File: src/rtl/shift_pkg.sv
// Shared types for the serial-to-parallel deserializer: assembly FSM states
// and the bit-order selection.
package shift_pkg;

  typedef enum logic {
    IDLE  = 1'b0,
    SHIFT = 1'b1
  } state_e;

  typedef enum logic {
    LSB_FIRST = 1'b0,
    MSB_FIRST = 1'b1
  } dir_e;

endpackage

File: src/rtl/shift_bit_counter.sv
// Counts bits accepted into the current word; tc flags the N-th bit so the
// counter wraps to zero on the same edge the word completes.
module shift_bit_counter #(
  parameter int N  = 8,
  parameter int CW = $clog2(N + 1)
) (
  input  logic          clk,
  input  logic          reset,
  input  logic          inc,
  input  logic          clear,
  output logic [CW-1:0] cnt,
  output logic          tc
);

  logic [CW-1:0] cnt_q;
  logic [CW-1:0] cnt_d;

  assign tc  = inc && (cnt_q == CW'(N - 1));
  assign cnt = cnt_q;

  always_comb begin
    cnt_d = cnt_q;
    if (clear) begin
      cnt_d = '0;
    end else if (inc) begin
      cnt_d = tc ? '0 : cnt_q + 1'b1;
    end
  end

  always_ff @(posedge clk or posedge reset) begin
    if (reset) begin
      cnt_q <= '0;
    end else begin
      cnt_q <= cnt_d;
    end
  end

endmodule

File: src/rtl/shift_deserializer.sv
// Serial-to-parallel deserializer: assembles N-bit words LSB- or MSB-first
// into a registered output with a valid/ready hand-off and sticky overrun.
//
// state | meaning
// IDLE  | no bits of a word accepted yet (bit_cnt = 0)
// SHIFT | 1..N-1 bits of the current word accepted
module shift_deserializer
  import shift_pkg::*;
#(
  parameter int N = 8
) (
  input  logic                   clk,
  input  logic                   reset,
  input  logic                   ser_in,
  input  logic                   ser_valid,
  input  logic                   dir,
  input  logic                   abort,
  output logic [N-1:0]           q_reg,
  output logic                   q_valid,
  input  logic                   q_ready,
  output logic                   overrun,
  output logic [$clog2(N+1)-1:0] bit_cnt
);

  localparam int CW = $clog2(N + 1);

  state_e         state_q, state_d;
  dir_e           dir_q, dir_d;
  dir_e           dir_eff;
  logic [N-1:0]   shift_q, shift_d;
  logic [N-1:0]   q_reg_q, q_reg_d;
  logic           q_valid_q, q_valid_d;
  logic           overrun_q, overrun_d;
  logic           accept;
  logic           cnt_tc;
  logic           word_done;

  // abort wins over a coincident bit, so that bit never reaches the counter
  assign accept = ser_valid && !abort;

  shift_bit_counter #(
    .N  (N),
    .CW (CW)
  ) u_bit_counter (
    .clk   (clk),
    .reset (reset),
    .inc   (accept),
    .clear (abort),
    .cnt   (bit_cnt),
    .tc    (cnt_tc)
  );

  always_comb begin
    state_d   = state_q;
    dir_d     = dir_q;
    shift_d   = shift_q;
    q_reg_d   = q_reg_q;
    q_valid_d = q_valid_q;
    overrun_d = overrun_q;
    word_done = 1'b0;
    dir_eff   = (state_q == IDLE) ? dir_e'(dir) : dir_q;

    if (abort) begin
      state_d = IDLE;
      shift_d = '0;
    end else if (accept) begin
      if (state_q == IDLE) begin
        dir_d = dir_e'(dir);
      end
      if (dir_eff == MSB_FIRST) begin
        shift_d = {shift_q[N-2:0], ser_in};
      end else begin
        shift_d = {ser_in, shift_q[N-1:1]};
      end
      state_d   = cnt_tc ? IDLE : SHIFT;
      word_done = cnt_tc;
    end

    // a completing word replaces the held one only if the consumer frees the slot
    if (word_done) begin
      if (!q_valid_q || q_ready) begin
        q_reg_d   = shift_d;
        q_valid_d = 1'b1;
      end else begin
        overrun_d = 1'b1;
      end
    end else if (q_valid_q && q_ready) begin
      q_valid_d = 1'b0;
    end
  end

  always_ff @(posedge clk or posedge reset) begin
    if (reset) begin
      state_q   <= IDLE;
      dir_q     <= LSB_FIRST;
      shift_q   <= '0;
      q_reg_q   <= '0;
      q_valid_q <= 1'b0;
      overrun_q <= 1'b0;
    end else begin
      state_q   <= state_d;
      dir_q     <= dir_d;
      shift_q   <= shift_d;
      q_reg_q   <= q_reg_d;
      q_valid_q <= q_valid_d;
      overrun_q <= overrun_d;
    end
  end

  assign q_reg   = q_reg_q;
  assign q_valid = q_valid_q;
  assign overrun = overrun_q;

endmodule

File: config.mk
export PLATFORM = sky130hd
export DESIGN_NAME = shift_deserializer
export DESIGN_NICKNAME = d
export VERILOG_FILES = /design/src/rtl/shift_pkg.sv /design/src/rtl/shift_bit_counter.sv /design/src/rtl/shift_deserializer.sv
export SDC_FILE = /design/constraint.sdc
export NUM_CORES = 1
export LEC_CHECK = 0
export CAP_MARGIN = 40
export CORE_MARGIN = 2
export CORE_UTILIZATION = 45
export CTS_BUF_LIST = sky130_fd_sc_hd__clkbuf_16
export DETAILED_ROUTE_END_ITERATION = 8
export MAX_ROUTING_LAYER = met4
export PLACE_DENSITY = 0.79
export SLEW_MARGIN = 40
export SYNTH_ARGS = -nofsm -noshare
export SYNTH_HDL_FRONTEND = slang
export SYNTH_SLANG_ARGS = --single-unit
File: constraint.sdc
create_clock -name clk -period 1.55 [get_ports clk]
set_input_delay 0.2325 -clock clk [delete_from_list [all_inputs] [get_ports clk]]
set_output_delay 0.2325 -clock clk [all_outputs]
set_load 0.01 [all_outputs]
==> results of run 1 <==
per-stage QoR:
step / setup TNS, ns / cells / setup slack (ns)
3_3_place_gp: 0 / 147 / 0.0115
2_1_floorplan: 0 / 94 / 0.0756
5_1_grt: -0.0122 / 152 / -0.00737
4_1_cts: 0 / 151 / 0.0328
3_5_place_dp: -0.346 / 147 / -0.0574
6_report: 0 / 152 / 0.0336
how the worst min path moves through the flow:
stage	start	to	slack [ns]
3_5_place_dp	overrun	overrun	0.47
6_report	reset	shift_q[1]	0.32
2_1_floorplan	reset	dir_q	0.25
5_1_grt	reset	overrun	0.39
4_1_cts	reset	q_reg[1]	0.33
3_3_place_gp	overrun	overrun	0.44
repair_timing:
item                                    in CTS  in global routing
resized for setup                            0                  1
buffers inserted                             0                  1
endpoints found under the setup margin       0                  2
placed cells by master (no fill, tap or decap), drive strengths merged:
cell           count
ha                 1
nor3               1
or2                1
a211oi             8
dfrtp             24
mux2i             18
mux2               1
nand2b             1
o21ai              1
or3                1
a21oi              2
nand4b             1
clkdlybuf4s50     20
nand2              2
buf               10
a21o               1
inv                9
clkbuf             3
xor2               1
nor2b              1
nand3b             2
nor2              12
nor3b              1
clkinv             1
nand4              1
layout make-up:
class                      count  area, sq um  area share, %
clock inverter                 1         3.75          0.252
clock buffer                   3         75.1           5.04
multi-input combinational     57          442           29.6
inverter                       9         33.8           2.27
sequential                    24          601           40.3
tap                           28         35.0           2.35
timing repair buffer          30          300           20.2
worst max-delay path, cell delays in order (launching register included):
cell	delay, ns
sky130_fd_sc_hd__dfrtp_1	0.37
sky130_fd_sc_hd__buf_4	0.13
sky130_fd_sc_hd__clkdlybuf4s50_1	0.53
layer usage:
| layer | vias up | part of all wire, % | track usage (%) | wire, um |
|---|---|---|---|---|
| met5 | - | 0 | - | 0 |
| met4 | 0 | 1.3 | 7.69 | 29 |
| met3 | 4 | 2.9 | 5.08 | 63 |
| met2 | 13 | 50 | 32.3 | 1080 |
| met1 | 371 | 46 | 22.4 | 988 |
| li1 | 382 | - | - | - |
power groups by stage:
stage	Clock [uW]	Combinational, uW	Sequential, uW
6_report	559	177	675
5_1_grt	595	193	678
4_1_cts	571	176	675
3_5_place_dp	0	175	687
3_3_place_gp	0	170	685
2_1_floorplan	0	98.2	685
cell families after synthesis:
kind of cell,Yosys count
and+or+nand+nor,24
DFF,24
muxes,19
buffers and inverters,13
AOI/OAI and AO/OA,12
xor gates and xnor gates,1
adders and majority gates,1
==> insert_results.sql, run 1 <==
INSERT INTO impl_metrics (metric_group, metric, value, unit) VALUES
('status', 'status', 'finished, final reports clean', ''),
('synth', 'synth_compound_area_share', '7.59', '%'),
('clock_tree', 'cts_clk_pin_slew_worst_paths', '0.06', 'ns'),
('final_layout', 'layout-drive-gt1-share', '14.5', '%'),
('sta', 'finalSetupViolations', '0', ''),
('synth', 'netlist_instances', '94', ''),
('synth', 'ys_warn_count', '0', ''),
('placement', 'place.port_buffers', '20', ''),
('global_routing', 'grt_pass1_vias', '786', ''),
('critical_path', 'critPathArrivalTime', '1.28', 'ns'),
('sta', 'slew_viol_final', '0', ''),
('critical_path', 'critPathLaunchType', 'flip-flop', ''),
('die', 'die_area', '2830', 'sq um'),
('synth', 'largest_family_of_logic_cells_by_synthesized_area', 'multiplexers', ''),
('clock_tree', 'clock_insertion_delay_at_the_later_pin_of_the_skew_report', '0.26', 'ns'),
('synth', 'post_synth_top_area_share', '55.2', '%'),
('placement', 'gp_congestion', '0.760', ''),
('critical_path', 'crit_fanout', '4', ''),
('hold_path', 'worstHoldPathType', 'in -> async', ''),
('critical_path', 'regToRegEndpoint', 'q_reg[3]', ''),
('power_and_ir_drop', 'power.net_switching', '320', 'uW'),
('synth', 'synth_simple_gate_area_share', '12.1', '%'),
('critical_path', 'critical_path.endpoint', 'bit_cnt[0]', ''),
('global_routing', 'grt_remaining_overflow', '0', ''),
('power_and_ir_drop', 'combinational_share_of_power', '12.5', '%'),
('detailed_routing', 'drc', '0', ''),
('critical_path', 'worst_ep_required_time', '1.32', 'ns'),
('die', 'boundaryPins', '21', ''),
('synth', 'synth-main-ff-cell', 'sky130_fd_sc_hd__dfrtp_1', ''),
('detailed_routing', 'wire_length_per_cell_after_detailed_routing', '14.2', 'um'),
('synth', 'synth_xor_area_share', '0.805', '%'),
('critical_path', 'worst-r2r-cell-count', '5', ''),
('critical_path', 'worstSetupPathType', 'reg -> out', ''),
('sta', 'final_hold_viol_count', '0', ''),
('synth', 'postSynthNetCount', '102', ''),
('synth', 'number_of_flops_mapped_to_enable_cells_by_yosys', '0', ''),
('power_and_ir_drop', 'leakagePower', '0.000687', 'uW'),
('final_layout', 'final_net_count', '133', ''),
('detailed_routing', 'dr_total_vias', '770', ''),
('synth', 'synth.area.mux_share', '18.7', '%'),
('synth', 'synth.avg_cell_area', '11.6', 'sq um'),
('final_layout', 'finalCoreUtilization', '66.1', '%'),
('die', 'core_area', '2250', 'sq um'),
('synth', 'synth_adder_area_share', '1.15', '%'),
('sta', 'max_freq', '659', 'MHz'),
('flow_run', 'max_cap_violations', '0', ''),
('global_routing', 'groute.usage.overall', '19.4', '%'),
('clock_tree', 'cts_sinks', '24', ''),
('detailed_routing', 'drt_first_iter_violations', '7', ''),
('critical_path', 'r2r_start', 'u_bit_counter.cnt[1]', ''),
('power_and_ir_drop', 'design_power_total', '1410', 'uW'),
('synth', 'yosys.cell_count.top_type', 'sky130_fd_sc_hd__dfrtp_1', ''),
('clock_tree', 'cts-root-to-sink-buffers', '2', ''),
('critical_path', 'timing.critical_path.from', 'u_bit_counter.cnt[0]', ''),
('power_and_ir_drop', 'p_int', '1090', 'uW'),
('synth', 'synth.yosys.seq_area_share', '55.2', '%'),
('clock_tree', 'cts.hold.buffers_added', '0', ''),
('final_layout', 'area_delta_synth_final', '36.9', '%'),
('die', 'core.rowCount', '17', ''),
('final_layout', 'design_area', '1490', 'sq um'),
('final_layout', 'nFillCells', '192', ''),
('die', 'floorplan.die.width', '53.2', 'um'),
('critical_path', 'timing.reg2reg.setup_slack', '0.08', 'ns'),
('synth', 'summed_instance_area_of_the_synthesized_netlist', '1090', 'sq um'),
('placement', 'dpl_cell_area', '1400', 'sq um'),
('synth', 'ffs_latches_synth', '24', ''),
('detailed_routing', 'number_of_iterations_in_the_first_detailed_routing_pass', '4', ''),
('synth', 'async_flop_share', '100', '%'),
('clock_tree', 'cts_root_buf', 'sky130_fd_sc_hd__clkbuf_16', ''),
('clock_tree', 'clock_tree_from_tritoncts', 'yes', ''),
('clock_tree', 'numCtsBuffers', '3', '');
Note: power is estimated with default switching activity, not from simulation.
==> inputs of run 2 (changes only) <==
- CORE_MARGIN: 2 -> not set
- PLACE_DENSITY: 0.79 -> not set
- PLACE_DENSITY_LB_ADDON: not set -> 0.3
==> insert_results.sql, run 2 (same netlist as run 1, synthesis figures left out) <==
INSERT INTO impl_metrics (metric_group, metric, value, unit) VALUES
('status', 'status', 'finished, final reports clean', ''),
('clock_tree', 'cts_sinks', '24', ''),
('detailed_routing', 'detailroute.wirelength.met3', '62', 'um'),
('detailed_routing', 'drc', '0', ''),
('detailed_routing', 'metal2_wl', '930', 'um'),
('detailed_routing', 'route.layer.met1.wl', '1.05', 'mm'),
('detailed_routing', 'drt_first_iter_violations', '2', ''),
('critical_path', 'critPathMaxStageDelay', '0.52', 'ns'),
('global_routing', 'wire_length_of_the_first_global_routing_pass', '3.33', 'mm'),
('global_routing', 'grt_pass1_vias', '746', ''),
('sta', 'period_minus_slack', '1.50', 'ns'),
('die', 'core_area', '2250', 'sq um'),
('detailed_routing', 'wire_length_per_cell_after_detailed_routing', '13.6', 'um'),
('sta', 'worst_margin_pin_slew', '0.339', 'ns'),
('critical_path', 'worst-r2r-cell-count', '4', ''),
('die', 'floorplan.die.width', '51.2', 'um'),
('sta', 'setup-tns-final', '0', 'ns'),
('global_routing', 'grt_remaining_overflow', '0', ''),
('critical_path', 'critPathArrivalTime', '1.27', 'ns'),
('die', 'boundaryPins', '21', ''),
('sta', 'worst_clock_skew', '0.00347', 'ns'),
('global_routing', 'groute.usage.overall', '18.0', '%'),
('sta', 'final_hold_viol_count', '0', ''),
('flow_run', 'max_cap_violations', '0', ''),
('sta', 'max_freq', '666', 'MHz'),
('clock_tree', 'cts_clk_pin_slew_worst_paths', '0.06', 'ns'),
('detailed_routing', 'highest_layer', 'met4', ''),
('critical_path', 'crit_slowest_cell', 'sky130_fd_sc_hd__clkdlybuf4s50_1', ''),
('critical_path', 'timing.reg2reg.setup_slack', '0.13', 'ns'),
('clock_tree', 'post-cts-setup-buffers', '0', ''),
('die', 'core.rowCount', '17', ''),
('final_layout', 'final_net_count', '132', ''),
('global_routing', 'grt_antenna_before_repair', '0', ''),
('final_layout', 'area_delta_synth_final', '36.0', '%'),
('critical_path', 'worst-path-buf-inv', '2', ''),
('placement', 'hpwlAfterDp', '1.47', 'mm'),
('detailed_routing', 'number_of_iterations_in_the_first_detailed_routing_pass', '2', ''),
('final_layout', 'layout_commonest_cell', 'sky130_fd_sc_hd__dfrtp_1', ''),
('critical_path', 'worst_ep_required_time', '1.32', 'ns'),
('die', 'die_area', '2620', 'sq um'),
('detailed_routing', 'vias_per_cell', '5.21', ''),
('final_layout', 'layout.cells.most_common_list', '24 x sky130_fd_sc_hd__dfrtp_1, 20 x sky130_fd_sc_hd__clkdlybuf4s50_1, 17 x sky130_fd_sc_hd__mux2i_1', ''),
('final_layout', 'antennaDiodeCount', '0', ''),
('final_layout', 'layout-drive-gt1-share', '13.0', '%'),
('critical_path', 'worstSetupEndpointType', 'primary output', ''),
('sta', 'finalSetupViolations', '0', ''),
('critical_path', 'worstSetupPathType', 'reg -> out', ''),
('clock_tree', 'cts-resized-gates', '0', ''),
('power_and_ir_drop', 'power.ir.vdd_worst', '0.675', 'mV'),
('critical_path', 'r2r_start', 'state_q', ''),
('detailed_routing', 'detail_route.wirelength', '2.05', 'mm'),
('clock_tree', 'cts-root-to-sink-buffers', '2', ''),
('clock_tree', 'numCtsBuffers', '3', ''),
('sta', 'setup_repair_after_global_routing_missed_its_margin', 'no', ''),
('sta', 'fin_crit_sh', '96.9', '%'),
('critical_path', 'critPathTopFamily', 'buffers and inverters', ''),
('clock_tree', 'cts_root_buf', 'sky130_fd_sc_hd__clkbuf_16', ''),
('die', 'initial_core_util', '48.3', '%'),
('hold_path', 'worstHoldPathType', 'in -> async', ''),
('critical_path', 'worstPathCellList', 'buf_4 -> clkdlybuf4s50_1', ''),
('clock_tree', 'cts.hold.buffers_added', '0', ''),
('detailed_routing', 'dr_total_vias', '786', ''),
('placement', 'dpl.cell_count', '147', ''),
('final_layout', 'finish.cell_count_without_fillers', '151', ''),
('placement', 'gp_congestion', '0.750', ''),
('power_and_ir_drop', 'power.density', '942', 'nW/um^2'),
('critical_path', 'regToRegEndpoint', 'q_reg[4]', ''),
('critical_path', 'crit_fanout', '4', ''),
('critical_path', 'critPathLaunchType', 'flip-flop', ''),
('placement', 'place.port_buffers', '20', ''),
('clock_tree', 'clock_insertion_delay_at_the_later_pin_of_the_skew_report', '0.25', 'ns'),
('clock_tree', 'clock_tree_from_tritoncts', 'yes', ''),
('global_routing', 'grt_start_max_net_pins', '25', ''),
('sta', 'slew_viol_final', '0', ''),
('clock_tree', 'htree_num_levels', '1', ''),
('power_and_ir_drop', 'leakagePower', '0.000683', 'uW'),
('sta', 'slew_headroom', '77.4', '%'),
('detailed_routing', 'route.antenna.remaining_nets', '0', ''),
('die', 'floorplan.die.height', '51.2', 'um');
## run 2: worst max path at each step
stage / endpoint / from / depth (start not counted) / slack (ns)
global placement: dir_q / ser_valid / 4 / 0.02
global route: bit_cnt[0] / u_bit_counter.cnt[0] / 2 / 0.004
detailed placement: q_reg[4] / dir / 5 / -0.06
finish: bit_cnt[0] / u_bit_counter.cnt[0] / 2 / 0.05
CTS: bit_cnt[0] / u_bit_counter.cnt[0] / 2 / 0.04
floorplan: q_reg[0] / u_bit_counter.cnt[0] / 4 / 0.08
## run 2: power by group
part           switching, uW  leakage [uW]  internal, uW  total, uW
Sequential              23.3      0.000282           653        676
Combinational           83.2      0.000362          91.1        174
Clock                    200     0.0000385           344        544
## run 2: per-layer routing
layer	vias up	global-route usage (%)
met1	389	23.8
li1	382	-
met3	2	3.87
met5	-	-
met4	0	6.94
met2	13	27.2
## run 2: final cells by class
cell class / count / area (sq um)
Clock inverter: 1 / 3.75
Sequential cell: 24 / 601
Fill cell: 189 / 774
Timing Repair Buffer: 29 / 293
Tap cell: 28 / 35.0
Inverter: 9 / 33.8
Clock buffer: 3 / 75.1
Multi-Input combinational cell: 57 / 439
## run 2: tightest hold or removal path: cells and delay by family
| kind | cells | cell delay, ns |
|---|---|---|
| buffers and inverters | 3 | 0.74 |
## run 2: metrics by stage
step	instance area [sq um]	hold slack (ns)	worst slack (ns)	total power, uW	util (%)
floorplan	1090	0.247	0.0756	783	-
global placement	1400	0.438	0.0228	856	62.2
detailed placement	1400	0.445	-0.0558	863	62.2
CTS	1480	0.345	0.0368	1410	65.6
global route	1480	0.393	0.00441	1450	65.6
finish	1480	0.329	0.0477	1390	65.6
